File: src/rtl/fpu_mult_pipe.sv
// Three-stage pipelined IEEE-754 multiplier: unpack + low partial product, accumulate,
// normalise/round-to-nearest-even. Subnormals are flushed; special operands bypass rounding.
module fpu_mult_pipe #(
  parameter int unsigned EXP_W   = 8,
  parameter int unsigned MAN_W   = 23,
  parameter int unsigned SPLIT_W = 12
) (
  input  logic                     i_clk,
  input  logic                     i_rst,
  input  logic                     i_in_valid,
  output logic                     o_in_ready,
  input  logic [EXP_W+MAN_W:0]     i_op_a,
  input  logic [EXP_W+MAN_W:0]     i_op_b,
  output logic                     o_out_valid,
  input  logic                     i_out_ready,
  output logic [EXP_W+MAN_W:0]     o_result,
  output logic [3:0]               o_flags
);
  localparam int unsigned W  = 1 + EXP_W + MAN_W;
  localparam int unsigned SW = MAN_W + 1;
  localparam int unsigned PW = 2 * MAN_W + 2;
  localparam int unsigned LW = SW + SPLIT_W;
  localparam int unsigned HW = SW - SPLIT_W;
  localparam int unsigned XW = EXP_W + 2;
  localparam logic [XW-1:0] Bias   = XW'((1 << (EXP_W - 1)) - 1);
  localparam logic [XW-1:0] ExpMax = XW'((1 << EXP_W) - 1);

  typedef enum logic [1:0] {KdNum, KdNan, KdInf, KdZero} kind_e;

  logic r_v1, r_v2, r_v3;
  logic w_advance;
  assign w_advance   = !r_v3 || i_out_ready;
  assign o_in_ready  = w_advance;
  assign o_out_valid = r_v3;

  // S1: operand decode
  logic [EXP_W-1:0] w_ea, w_eb;
  logic [MAN_W-1:0] w_fa, w_fb;
  logic [SW-1:0]    w_sig_a, w_sig_b;
  logic w_zero_a, w_zero_b, w_inf_a, w_inf_b, w_nan_a, w_nan_b, w_snan_a, w_snan_b, w_zxi;
  assign w_ea     = i_op_a[MAN_W +: EXP_W];
  assign w_eb     = i_op_b[MAN_W +: EXP_W];
  assign w_fa     = i_op_a[MAN_W-1:0];
  assign w_fb     = i_op_b[MAN_W-1:0];
  assign w_sig_a  = {1'b1, w_fa};
  assign w_sig_b  = {1'b1, w_fb};
  assign w_zero_a = (w_ea == '0);
  assign w_zero_b = (w_eb == '0);
  assign w_inf_a  = (&w_ea) && (w_fa == '0);
  assign w_inf_b  = (&w_eb) && (w_fb == '0);
  assign w_nan_a  = (&w_ea) && (w_fa != '0);
  assign w_nan_b  = (&w_eb) && (w_fb != '0);
  assign w_snan_a = w_nan_a && !w_fa[MAN_W-1];
  assign w_snan_b = w_nan_b && !w_fb[MAN_W-1];
  assign w_zxi    = (w_zero_a && w_inf_b) || (w_inf_a && w_zero_b);

  kind_e w_kind;
  logic  w_inv;
  always_comb begin
    w_kind = KdNum;
    w_inv  = 1'b0;
    if (w_nan_a || w_nan_b || w_zxi) begin
      w_kind = KdNan;
      w_inv  = w_snan_a || w_snan_b || w_zxi;
    end else if (w_inf_a || w_inf_b) begin
      w_kind = KdInf;
    end else if (w_zero_a || w_zero_b) begin
      w_kind = KdZero;
    end
  end

  logic [XW-1:0] w_exp_sum;
  logic [LW-1:0] w_plo;
  assign w_exp_sum = XW'(w_ea) + XW'(w_eb) - Bias;
  assign w_plo     = LW'(w_sig_a) * LW'(w_sig_b[SPLIT_W-1:0]);

  logic [SW-1:0] r1_sig_a;
  logic [HW-1:0] r1_sig_b_hi;
  logic [LW-1:0] r1_plo;
  logic [XW-1:0] r1_exp;
  logic          r1_sign, r1_inv;
  kind_e         r1_kind;

  // S2: accumulate the high partial product
  logic [PW-1:0] w_prod;
  assign w_prod = ((PW'(r1_sig_a) * PW'(r1_sig_b_hi)) << SPLIT_W) + PW'(r1_plo);

  logic [PW-1:0] r2_prod;
  logic [XW-1:0] r2_exp;
  logic          r2_sign, r2_inv;
  kind_e         r2_kind;

  // S3: normalise to 1.f (hidden bit dropped), then RNE on the fraction
  logic          w_norm, w_guard, w_sticky, w_rnd, w_carry, w_inexact, w_of, w_uf;
  logic [PW-2:0] w_shp;
  logic [MAN_W:0] w_frac_r;
  logic [XW-1:0] w_exp_f;
  assign w_norm    = r2_prod[PW-1];
  assign w_shp     = w_norm ? r2_prod[PW-2:0] : {r2_prod[PW-3:0], 1'b0};
  assign w_guard   = w_shp[MAN_W];
  assign w_sticky  = |w_shp[MAN_W-1:0];
  assign w_rnd     = w_guard && (w_sticky || w_shp[MAN_W+1]);
  assign w_frac_r  = {1'b0, w_shp[PW-2 -: MAN_W]} + (MAN_W+1)'(w_rnd);
  assign w_carry   = w_frac_r[MAN_W];
  assign w_exp_f   = r2_exp + XW'(w_norm) + XW'(w_carry);
  assign w_inexact = w_guard || w_sticky;
  assign w_uf      = w_exp_f[XW-1] || (w_exp_f == '0);
  assign w_of      = !w_exp_f[XW-1] && (w_exp_f >= ExpMax);

  logic [W-1:0] w_res;
  logic [3:0]   w_flg;
  always_comb begin
    w_res = {r2_sign, w_exp_f[EXP_W-1:0], w_frac_r[MAN_W-1:0]};
    w_flg = {3'b000, w_inexact};
    case (r2_kind)
      KdNan: begin
        w_res = {1'b0, {EXP_W{1'b1}}, 1'b1, {(MAN_W-1){1'b0}}};
        w_flg = {r2_inv, 3'b000};
      end
      KdInf: begin
        w_res = {r2_sign, {EXP_W{1'b1}}, {MAN_W{1'b0}}};
        w_flg = 4'b0000;
      end
      KdZero: begin
        w_res = {r2_sign, {(W-1){1'b0}}};
        w_flg = 4'b0000;
      end
      default: begin
        if (w_of) begin
          w_res = {r2_sign, {EXP_W{1'b1}}, {MAN_W{1'b0}}};
          w_flg = 4'b0101;
        end else if (w_uf) begin
          w_res = {r2_sign, {(W-1){1'b0}}};
          w_flg = 4'b0011;
        end
      end
    endcase
  end

  logic [W-1:0] r_res;
  logic [3:0]   r_flg;
  assign o_result = r_res;
  assign o_flags  = r_flg;

  always_ff @(posedge i_clk) begin
    if (i_rst) begin
      r_v1 <= 1'b0; r_v2 <= 1'b0; r_v3 <= 1'b0;
      r1_sig_a <= '0; r1_sig_b_hi <= '0; r1_plo <= '0; r1_exp <= '0;
      r1_sign <= 1'b0; r1_inv <= 1'b0; r1_kind <= KdNum;
      r2_prod <= '0; r2_exp <= '0; r2_sign <= 1'b0; r2_inv <= 1'b0; r2_kind <= KdNum;
      r_res <= '0; r_flg <= '0;
    end else if (w_advance) begin
      r_v1 <= i_in_valid; r_v2 <= r_v1; r_v3 <= r_v2;
      r1_sig_a    <= w_sig_a;
      r1_sig_b_hi <= w_sig_b[MAN_W:SPLIT_W];
      r1_plo      <= w_plo;
      r1_exp      <= w_exp_sum;
      r1_sign     <= i_op_a[W-1] ^ i_op_b[W-1];
      r1_inv      <= w_inv;
      r1_kind     <= w_kind;
      r2_prod     <= w_prod;
      r2_exp      <= r1_exp;
      r2_sign     <= r1_sign;
      r2_inv      <= r1_inv;
      r2_kind     <= r1_kind;
      r_res       <= w_res;
      r_flg       <= w_flg;
    end
  end
endmodule

File: config.mk
export PLATFORM = sky130hd
export DESIGN_NAME = fpu_mult_pipe
export DESIGN_NICKNAME = d
export VERILOG_FILES = /design/src/rtl/fpu_mult_pipe.sv
export SDC_FILE = /design/constraint.sdc
export NUM_CORES = 2
export LEC_CHECK = 0
export ABC_AREA = 1
export CORE_UTILIZATION = 35
export DETAILED_ROUTE_END_ITERATION = 10
export HOLD_SLACK_MARGIN = 0.12
export PLACE_DENSITY_LB_ADDON = 0.25
export SYNTH_ARGS = -nofsm -noshare
export SYNTH_HDL_FRONTEND = slang
export SYNTH_SLANG_ARGS = --single-unit
File: constraint.sdc
create_clock -name i_clk -period 7.55 [get_ports i_clk]
set_input_delay 0.755 -clock i_clk [delete_from_list [all_inputs] [get_ports i_clk]]
set_output_delay 0.755 -clock i_clk [all_outputs]
set_load 0.01 [all_outputs]
# [Word level (Yosys, flattened, before mapping)]
# Index checks and enable logic that the tools add are counted.
[totals] ram_bits=0 wordCells=77 mem_bits_ro=0 input_bits=68 latch_bits=0 mem_count=0 output_inout_bits=38 register_bits=187
[classes] eq_ne=3 magnitude_cmp=1 reduce_logical=36 addsub=6 n_mux=11 div=0 bitwise=1 n_mul=2 n_shift=0
[op_table] op="$pmux W32 S3" n=1
[op_table] op="$mul A24 B12 Y36" n=2
[op_table] op="$mux W31" n=2
[op_table] op="$add A48 B36 Y48" n=1
[op_table] op="$mux W47" n=1
[op_table] op="$logic_not A23 Y1" n=2
[op_table] op="$reduce_bool A23 Y1" n=2
[op_table] op="$add A23 B1 Y24" n=1
[op_table] op="$reduce_or A23 Y1" n=1
[op_table] op="$add A10 B1 Y10" n=2
[op_table] op="$logic_not A8 Y1" n=2
[op_table] op="$reduce_and A8 Y1" n=2
[op_table] op="$logic_or A1 B1 Y1" n=11
[op_table] op="$ge A10 B8 Y1 const B" n=1
[op_table] op="$logic_and A1 B1 Y1" n=10
[op_table] op="$logic_not A10 Y1" n=1
[op_table] op="$sub A9 B7 Y10 const B" n=1
[op_table] op="$add A8 B8 Y9" n=1
[op_table] op="$mux W2" n=4
[op_table] op="$pmux W4 S2" n=1
[op_table] op="$eq A2 B2 Y1 const B" n=2
[op_table] op="$logic_not A1 Y1" n=4
[op_table] op="$mux W3" n=1
[op_table] op="$eq A2 B1 Y1 const B" n=1
[op_table] op="3 further kinds" n=3

# [Longest topological paths before layout]
[depth] depth_word=11 depth_mapped=37 depth_no_buf=35

# [Worst setup path after synthesis]
# Ideal clock, no wire load.
[synth_timing] path_type="reg2reg" start="register r1_sig_b_hi[3]" end="register r2_prod[46]" required_time_ns=7.441 stages_incl_launch_ff=32 setup_ns=0.109 period_less_slack_ns=6.072 setup_slack_ns=1.478 t_arrival_ns=5.964 n_path_buf=2 path_cell_list="dfxtp_1 -> clkbuf_1 -> clkbuf_1 -> nand2_1 -> fa_1 -> fa_1 -> fa_1 -> inv_1 -> fa_1 -> inv_1 -> fa_1 -> inv_1 -> ha_1 -> nand2_1 -> nor2_1 -> nand3_1 -> nand2_1 -> nand2_1 -> nand2_1 -> a31oi_1 -> xnor2_1 -> ha_1 -> nand2_1 -> nor2_1 -> nand2_1 -> or2_2 -> nand3_1 -> nand3_1 -> o21bai_1 -> nand3_1 -> nand2_1 -> inv_1"
[synth_between] elab_chain_cells=2
[synth_lines] item="start, declared" line_no="78" source="logic [HW-1:0] r1_sig_b_hi;"
[synth_lines] item="start signal, assigned" line_no="155" source="r1_sig_b_hi <= w_sig_b[MAN_W:SPLIT_W];"
[synth_lines] item="$mul A24 B12 Y36" line_no="86" source="assign w_prod = ((PW'(r1_sig_a) * PW'(r1_sig_b_hi)) << SPLIT_W) + PW'(r1_plo);"
[synth_lines] item="$add A48 B36 Y48" line_no="86"
[synth_lines] item="end signal, assigned" line_no="161" source="r2_prod <= w_prod;"
[synth_lines] item="end, declared" line_no="88" source="logic [PW-1:0] r2_prod;"
# Every way passes these cells.
# A chain may end at the register's enable or synchronous reset.

# [Worst setup path after layout]
[layout_timing] start="register r1_sig_b_hi[7]" end="register r2_prod[39]"
# Same word-level chain as after synthesis.

==> results.cfg <==
[timing]
setup_ws_ns = 0.5658
hold_violations = 0
relSlewSlack = 0.3719
fin_crit_sh = 0.9251
period_minus_slack_ns = 6.984
setup_viol = 0
setup_tns_ns = 0
rsz0062_at_grt = no
finalClockSkew_ns = 0.01896
maxSlewViolCount = 0
worstMarginPinSlew_ns = 0.9392
max_clock_freq_mhz = 143.2

[cts]
cts_tree = yes
insertion_delay_ns = 0.51
cts_root_buf = clkbuf_16
htree_levels = 4
cts_setup_buffers = 0
clock-sinks = 186
cts_buffer_depth = 2
cts_resized = 0
cts_buffers = 17
hold_buffers = 0
clkSlewWorstSetupHoldPaths_ns = 0.09

[finish]
regArea_um2 = 3739
syn2layout_area_growth_pct = 10.01
fin_area_um2 = 31910
nFillCells = 8686
drive_gt1_frac = 0.04467
num-nets-final = 4768
multi_input_area_um2 = 20920
fin_util = 0.3887
n_antenna_cell = 0
fin_cells = 5144

[setup_path]
crit_required_ns = 7.92
crit_fanout = 13
crit_top_cell = fa_1
cp-start-kind = flip-flop
path_class = flip-flop to flip-flop
cpPeakStageDelay_ns = 0.66
arrival_ns = 7.35
crit_path_end_kind = flip-flop
critical_path.slowest_cell = dfxtp_1

[yosys]
synth_cell_types = 57
synth_seq_area_share = 0.1284
synth_nets = 4751
syn_area_um2 = 29010
yosys_warnings = 0
netlist_instances = 4044
synth_edf_count = 0
async_flop_share = 0
synth_top_flop_cell = dfxtp_1
avgSynthCellArea_um2 = 7.174
synth-seq-cells = 186

[routing]
via_count = 24760
wl_per_cell_um = 16.51
drcViolationCount = 0
drtIter0Drc = 1496
via_per_inst = 4.813
detail-route-antenna-nets = 0
totalWireLength_um = 84900
drtPass1Iterations = 5

[run_status]
status = completed

[global_routing]
track_usage = 0.2112
grt_pass1_wl_um = 140300
grt_max_degree = 101
grt-ovfl-total = 0
grt_antenna_before_repair = 0
grt_pass1_vias = 25773

[place]
dp_slack_ns = 0.4210
port_buffers = 105
place_congestion = 0.9070
dp_cells = 5112
placed_area_um2 = 31250
dpl.hpwl_um = 69540

[run]
max-cap-violations = 0

[floorplan]
die_w_um = 289.9
die-area_um2 = 84040
pin_count = 106
rows = 105
die_y_um = 289.9
start_util = 0.3533
fp.coreArea_um2 = 82110

[worst_hold_path]
hold_class = flip-flop to flip-flop

[pwr]
ir_drop_uv = 245.5
p_leak_nw = 17.30
power.density_nw_per_um2 = 328.5
-- per-layer routing --
layer	wire (um)	vias up	part of all wire	global-route usage
met3	3937	90	0.046	0.02390
met1	38110	12037	0.45	0.2775
met4	1988	0	0.023	0.06175
met5	0	-	0	0
li1	-	12094	-	-
met2	40870	539	0.48	0.3642
-- path summary, 6_finish.rpt --
kind / to / cells after the start / slack (ns) / startpoint
worst max-delay path: r2_prod[39] / 26 / 0.57 / r1_sig_b_hi[7]
worst max register to register: r2_prod[39] / 26 / 0.57 / r1_sig_b_hi[7]
worst min-delay path: r_v2 / 2 / 0.46 / r_v2
worst min register to register: r_v2 / 2 / 0.46 / r_v2
-- area by class of cell --
cell class / instances / share of cell area
clock buffer: 17 / 0.01333
clock inverter: 15 / 0.007135
inverter: 984 / 0.1160
multi-input combinational: 2698 / 0.6555
sequential: 186 / 0.1171
tap: 1070 / 0.04195
timing repair buffer: 174 / 0.04901
-- cell families (layout without fill, tap and decap cells) --
group           after synthesis  after routing  synth area share
mux                           2              2         0.0007332
compound gates              491            491           0.09618
xor+xnor                     75             75           0.02316
simple gates               1491           1491            0.2105
buf+inv                    1160           1190            0.1508
flops                       186            186            0.1284
fa+ha+maj                   639            639            0.3902
-- cells in the final DEF (no fill, tap or decap), types with 18 or more instances in the layout --
cell type,instances
clkdlybuf4s50_1,104
a21oi_1,182
o21ai_0,186
inv_1,978
dfxtp_1,174
nor4_1,18
fa_1,443
buf_4,69
xnor2_1,25
nand2_1,1060
o211ai_1,22
nor3_1,24
ha_1,196
o21bai_1,41
nand4_1,34
xor2_1,48
nor2_1,212
nand3_1,88
-- flip-flops by register name, summed over array words and instances (netlist names), 2 cells and up --
name and count:
r1_kind 2, r1_exp 10, r1_plo 36, r1_sig_b_hi 11
r1_sig_a 24, r2_exp 10, o_result 32, r2_kind 2
r2_prod 48, o_flags 4
-- through the flow --
stage          hold WS [ns]  total power [mW]
6_report             0.4586             10.48
5_1_grt              0.4873             11.77
4_1_cts              0.4614             10.59
3_5_place_dp         0.4455             9.531
3_3_place_gp         0.4518             9.530
2_1_floorplan        0.4297             7.111
-- cell usage after synthesis (24+ instances only) --
library cell | count | share of area
a21oi_1 | 182 | 0.031
clkbuf_1 | 152 | 0.020
dfxtp_1 | 186 | 0.13
fa_1 | 443 | 0.31
ha_1 | 196 | 0.085
inv_1 | 980 | 0.13
nand2_1 | 1060 | 0.14
nand3_1 | 88 | 0.015
nand4_1 | 34 | 0.0073
nor2_1 | 213 | 0.028
nor3_1 | 24 | 0.0041
o21ai_0 | 186 | 0.032
o21bai_1 | 41 | 0.011
xnor2_1 | 25 | 0.0075
xor2_1 | 48 | 0.014
-- report_power, final --
part / total, mW / switching, mW / leakage [nW] / internal, mW
clock: 0.994 / 0.529 / 0.311 / 0.465
combinational: 8.09 / 5.21 / 15.5 / 2.88
sequential: 1.40 / 0.184 / 1.54 / 1.22
-- worst max-delay path: cells and delay by family (launching register included) --
family,cells,cell delay [ns]
adder cells (fa/ha/maj),7,3.13
AO/OA/AOI/OAI,2,0.23
buffers and inverters,4,0.47
flip-flops,1,0.66
AND/OR/NAND/NOR,11,1.96
XOR/XNOR,2,0.37
No activity file was read; power rests on OpenSTA's default activity.
